===== src/rtl/trace_arb_pkg.sv =====
// Shared constants and types for the trace character arbiter.
package trace_arb_pkg;

  // ASCII framing characters seen by the cpu_checker parser.
  localparam logic [7:0] CHAR_CARET = 8'h5E;  // '^'
  localparam logic [7:0] CHAR_HASH  = 8'h23;  // '#'
  localparam logic [7:0] CHAR_FILL  = 8'h00;  // idle char, resets parser state

  // Checker verdict encodings (format_type / res_type).
  localparam logic [1:0] FMT_NONE = 2'd0;
  localparam logic [1:0] FMT_REG  = 2'd1;
  localparam logic [1:0] FMT_MEM  = 2'd2;

  typedef enum logic [0:0] {
    IDLE = 1'b0,
    LOCK = 1'b1
  } arb_state_e;

endpackage


===== src/rtl/rr_pick.sv =====
// Combinational round-robin first-one finder: searches req starting just after ptr,
// wrapping modulo N, and returns a one-hot grant plus its index.
module rr_pick #(
  parameter int unsigned N  = 4,
  parameter int unsigned SW = 2
) (
  input  logic [N-1:0]  req,
  input  logic [SW-1:0] ptr,
  output logic [N-1:0]  grant,
  output logic [SW-1:0] idx
);

  logic [SW-1:0] j;
  logic          found;

  // Walk offsets 1..N from ptr; the first requester wins.
  always_comb begin
    grant = '0;
    idx   = '0;
    found = 1'b0;
    j     = '0;
    for (int unsigned k = 1; k <= N; k++) begin
      j = SW'((32'(ptr) + k) % N);
      if (!found && req[j]) begin
        grant[j] = 1'b1;
        idx      = j;
        found    = 1'b1;
      end
    end
  end

endmodule


===== src/rtl/trace_char_arbiter.sv =====
// Shares one cpu_checker char parser between N trace sources. A source keeps the
// checker for a whole message ('#', bubble or MAX_LEN ends it); verdicts come back
// tagged with the source that produced them.
module trace_char_arbiter
  import trace_arb_pkg::*;
#(
  parameter int unsigned N       = 4,
  parameter int unsigned SW      = 2,
  parameter int unsigned MAX_LEN = 64,
  parameter logic [7:0]  FILL    = CHAR_FILL
) (
  input  logic            clk,
  input  logic            reset,
  input  logic [N-1:0]    req_valid,
  input  logic [8*N-1:0]  req_char,
  output logic [N-1:0]    req_ready,
  output logic [7:0]      chk_char,
  input  logic [1:0]      chk_format,
  output logic            res_valid,
  output logic [SW-1:0]   res_src,
  output logic [1:0]      res_type,
  output logic            abort_pulse
);

  localparam int unsigned LW = $clog2(MAX_LEN + 1);

  arb_state_e    state_q;
  logic [SW-1:0] owner_q;
  logic [SW-1:0] rr_ptr_q;
  logic [LW-1:0] len_q;
  logic          flush_q;   // forces one FILL cycle after a MAX_LEN release
  logic [7:0]    chk_char_q;
  logic          abort_q;
  logic          tag1_hash_q, tag2_hash_q;
  logic [SW-1:0] tag1_src_q, tag2_src_q;
  logic          res_valid_q;
  logic [SW-1:0] res_src_q;
  logic [1:0]    res_type_q;

  logic [N-1:0]  cand_grant;
  logic [SW-1:0] cand_idx;
  logic [SW-1:0] sel_idx;
  logic [7:0]    acc_char;
  logic          accept;
  logic          acc_hash;
  logic [7:0]    chars [N];

  for (genvar g = 0; g < N; g++) begin : g_unpack
    assign chars[g] = req_char[8*g +: 8];
  end

  rr_pick #(
    .N  (N),
    .SW (SW)
  ) u_rr_pick (
    .req   (req_valid),
    .ptr   (rr_ptr_q),
    .grant (cand_grant),
    .idx   (cand_idx)
  );

  // Ready/accept decode: candidate in IDLE, owner only while locked.
  always_comb begin
    req_ready = '0;
    sel_idx   = (state_q == LOCK) ? owner_q : cand_idx;
    if (state_q == LOCK) begin
      req_ready[owner_q] = 1'b1;
    end else if (!flush_q) begin
      req_ready = cand_grant;
    end
    accept   = |(req_valid & req_ready);
    acc_char = chars[sel_idx];
    acc_hash = accept && (acc_char == CHAR_HASH);
  end

  // Lock FSM, forwarded char, tag pipeline and registered result outputs.
  always_ff @(posedge clk) begin
    if (reset) begin
      state_q     <= IDLE;
      owner_q     <= '0;
      rr_ptr_q    <= SW'(N - 1);
      len_q       <= '0;
      flush_q     <= 1'b0;
      chk_char_q  <= FILL;
      abort_q     <= 1'b0;
      tag1_hash_q <= 1'b0;
      tag1_src_q  <= '0;
      tag2_hash_q <= 1'b0;
      tag2_src_q  <= '0;
      res_valid_q <= 1'b0;
      res_src_q   <= '0;
      res_type_q  <= FMT_NONE;
    end else begin
      chk_char_q  <= accept ? acc_char : FILL;
      abort_q     <= 1'b0;
      flush_q     <= 1'b0;
      tag1_hash_q <= acc_hash;
      tag1_src_q  <= sel_idx;
      tag2_hash_q <= tag1_hash_q;
      tag2_src_q  <= tag1_src_q;
      // A verdict without a matching tag is not ours to report.
      res_valid_q <= tag2_hash_q;
      res_src_q   <= tag2_hash_q ? tag2_src_q : '0;
      res_type_q  <= tag2_hash_q ? chk_format : FMT_NONE;

      unique case (state_q)
        IDLE: begin
          if (accept) begin
            rr_ptr_q <= cand_idx;
            if (!acc_hash) begin
              owner_q <= cand_idx;
              len_q   <= LW'(1);
              state_q <= LOCK;
            end
          end
        end
        LOCK: begin
          if (accept) begin
            len_q <= len_q + 1'b1;
            if (acc_hash) begin
              state_q <= IDLE;
            end else if (len_q == LW'(MAX_LEN - 1)) begin
              state_q <= IDLE;
              abort_q <= 1'b1;
              flush_q <= 1'b1;
            end
          end else begin
            // Owner bubbled: drop the message, FILL resets the parser.
            state_q <= IDLE;
            abort_q <= 1'b1;
          end
        end
        default: state_q <= IDLE;
      endcase
    end
  end

  assign chk_char    = chk_char_q;
  assign abort_pulse = abort_q;
  assign res_valid   = res_valid_q;
  assign res_src     = res_src_q;
  assign res_type    = res_type_q;

endmodule


===== config.mk =====
export PLATFORM = sky130hd
export DESIGN_NAME = trace_char_arbiter
export DESIGN_NICKNAME = d
export VERILOG_FILES = /design/src/rtl/trace_arb_pkg.sv /design/src/rtl/rr_pick.sv /design/src/rtl/trace_char_arbiter.sv
export SDC_FILE = /design/constraint.sdc
export NUM_CORES = 1
export LEC_CHECK = 0
export BUFFER_PORTS_ARGS = -buffer_cell sky130_fd_sc_hd__buf_2
export CORE_MARGIN = 1
export CORE_UTILIZATION = 35
export CTS_CLUSTER_DIAMETER = 50
export DETAILED_ROUTE_END_ITERATION = 16
export GPL_TIMING_DRIVEN = 0
export SETUP_SLACK_MARGIN = 0.1
export SYNTH_ARGS = -nofsm -noshare
export SYNTH_HDL_FRONTEND = slang
export SYNTH_HIERARCHICAL = 1
export SYNTH_SLANG_ARGS = --single-unit

===== constraint.sdc =====
create_clock -name clk -period 4.5 [get_ports clk]
set_input_delay 1.35 -clock clk [delete_from_list [all_inputs] [get_ports clk]]
set_output_delay 1.35 -clock clk [all_outputs]
set_load 0.05 [all_outputs]

==> metrics <==
max incr delay on CP=0.54 ns; # hold bufs at CTS=0; most used cell, CP=buf_8; most frequent cells in the layout=buf_2 (52), dfxtp_1 (31), mux2i_1 (18), nand2_1 (18), nor2b_1 (16); Final Non-Filler Cells=409; Boundary Pins=58; diode count=0; RePlAce Congestion=0.739; Area contributors post-synth=dfxtp_1 (28%), mux2i_1 (7.7%), ha_1 (4.8%); commonest non-fill, non-tap cell in the layout=buf_2; Avg WL per Cell=between 10 and 15 µm; WHS=0.430 ns; Final min period=4.45 ns; die area=0.00706 mm²; fill count=595; first-pass GRT wire length=9.48 mm; Synth Register Bits=33; IO buf count=57; # DRC=0; Post-DP HPWL=3.89 mm; critical-path cell list=buf_8 > buf_6 > mux4_2 > nand2_1 > o21ai_0 > a221o_2 > nor3b_2 > or2_4 > buf_8; Reg clk slew, reported paths=0.07 ns; Rel. slew slack=0.618; Starting Density=0.366; vias in the first global route=2052; P_leak=roughly 1.3 nW; distinct cell type count after synthesis=55; FMAX=225 MHz; Max Cap Violations=0; Inserted Clock Buffers=5; post-synth top area share=0.281; Cell Area, Synth=0.00235 mm²; area of the multi-input gates=roughly 0.0016 mm²; Syn Nets=305; final WL=around 5.5 mm; worst path required time=3.15 ns; R2R Path Start=rr_ptr_q[0]; worst r2r dst=owner_q[1]; CTS Sinks=33; Main synth FF type=dfxtp_1; worst hold path type=reg -> reg; Critical Path Slowest Stage Cell=mux4_2; largest net degree at the start of global routing=13; Arr. time, crit path=slightly above 3 ns; Worst Reg-to-Reg Cells=15; CP startpoint kind=input pin; die height=84 µm; Yosys warning count=6; worst-skew pair later-pin latency=0.28 ns; Global Route Usage Sum=0.163; DIE WIDTH=84 µm; ANT nets after route=0; Async SR Flop Fraction=0; Final Hold Viols=0; Crit Path Class=in -> out; fin util=0.476; Vias/cell=5.24; htree depth=2; nets@finish=380; cell count after synthesis=256; syn_area_per_cell=between 9 and 10 µm²; Critical Path End Type=output port; R2R Setup Slk=0.77 ns; total negative slack=0 ns; clk_skew=0.00745 ns; via count=2142; status=completed; total global routing overflow=0; drt first-iter violations=90; Worst-Margin Slew=0.562 ns; cell taking the most area after synthesis=dfxtp_1; Crit. Startpoint=req_valid[2]; Post-Place Cells=390; Final setup violation count=0; peak supply drop=0.394 mV; Cell Pwr Density=678 mW/mm²; FP Rows=29; register area=663 µm²; Final period util=0.990; fraction of layout cells with a size suffix above 1=0.401; CP endpoint=req_ready[3]; initial antenna violation count=0; drt first pass iters=4; Max Slew Vio Count=0; clk root buf=clkbuf_8; Area Growth Syn to Fin=29.9%; Crit Path Max Fanout=8; post-synthesis sequential area ratio=0.281; CTS tree=yes; Post-synth EDFFs=0; core area=~0.0064 mm²; RSZ-0062 raised after global routing=yes; maximum clock path buffer count=2
## synth_stat cells (5+ instances only)
master / count
o21ai_0: 8
nor3b_1: 5
nor3_1: 6
nand2_1: 20
nor2_1: 15
nor2b_1: 16
ha_1: 9
dfxtp_1: 33
mux2i_1: 18
nand4b_1: 6
nand3_1: 7
inv_1: 5
a21oi_1: 9
nor4b_1: 5
buf_6: 8
and2_1: 5
or2_2: 5
## cells by family (layout without fill, tap and decap cells)
logic type,after synthesis,count (layout),synth area share
AO/OA/AOI/OAI,52,52,0.172
adder cells (fa/ha/maj),9,9,0.0478
buffers and inverters,23,99,0.0686
flip-flops,33,33,0.281
multiplexers,26,26,0.140
AND/OR/NAND/NOR,113,113,0.291
## layer usage
layer  track usage  vias to the layer above  part of all wire
li1              -                     1092                 -
met1         0.216                      993              0.49
met2         0.270                       51              0.47
met3        0.0307                        6             0.037
met4        0.0439                        0            0.0086
met5             0                        -                 0
## critical path, delay by kind of cell
family / cells / cell delay [ns]
buffers and inverters: 3 / 0.36
AO/OA/AOI/OAI: 2 / 0.37
AND/OR/NAND/NOR: 3 / 0.48
multiplexers: 1 / 0.54
## worst min-delay path by stage
| stage | depth (start not counted) | end | start | slack (ns) |
|---|---|---|---|---|
| after floorplan | 1 | res_src[0] | tag2_src_q[0] | 0.41 |
| after global placement | 1 | res_src[0] | tag2_src_q[0] | 0.41 |
| after detailed placement | 1 | res_src[1] | tag2_src_q[1] | 0.41 |
| after CTS | 1 | res_src[0] | tag2_src_q[0] | 0.44 |
| after global routing | 1 | tag2_hash_q | tag1_hash_q | 0.46 |
| final | 1 | res_src[0] | tag2_src_q[0] | 0.43 |
## per-stage QoR
stage	worst slack [ns]	power, mW	instance area (µm²)
after floorplan	0.178	1.40	2350
after global placement	-0.144	1.65	2740
after detailed placement	-0.140	1.66	2740
after CTS	0.0444	2.08	3050
after global routing	-0.0281	2.22	3060
final	0.0459	2.07	3060
## flip-flops by register name, summed over array words and instances (netlist names), 2 cells and up
| signal | cells |
|---|---|
| rr_ptr_q | 2 |
| len_q | 7 |
| tag2_src_q | 2 |
| res_src | 2 |
| res_type | 2 |
| tag1_src_q | 2 |
| chk_char | 8 |
| owner_q | 2 |
## power breakdown
part	total (mW)	internal (mW)	switching [mW]
Combinational	1.37	0.585	0.788
Clock	0.280	0.166	0.114
Sequential	0.421	0.360	0.0604
Total	2.07	1.11	0.963
## timing repair
action,in CTS,in global routing
buffers inserted,11,1
pin swaps,6,3
hold endpoints to repair,0,0
gates resized for setup,35,4
endpoints found under the setup margin,4,4
## cell type report
type | count | share of cell area
multi-input cells | 200 | 0.518
clock inverters | 3 | 0.0151
clock buffers | 5 | 0.0225
flip-flops and latches | 33 | 0.217
repair buffers | 69 | 0.145
plain buffers | 17 | 0.0442
well taps | 77 | 0.0315
inverters | 5 | 0.00614
(Power assumes the default switching activity.)
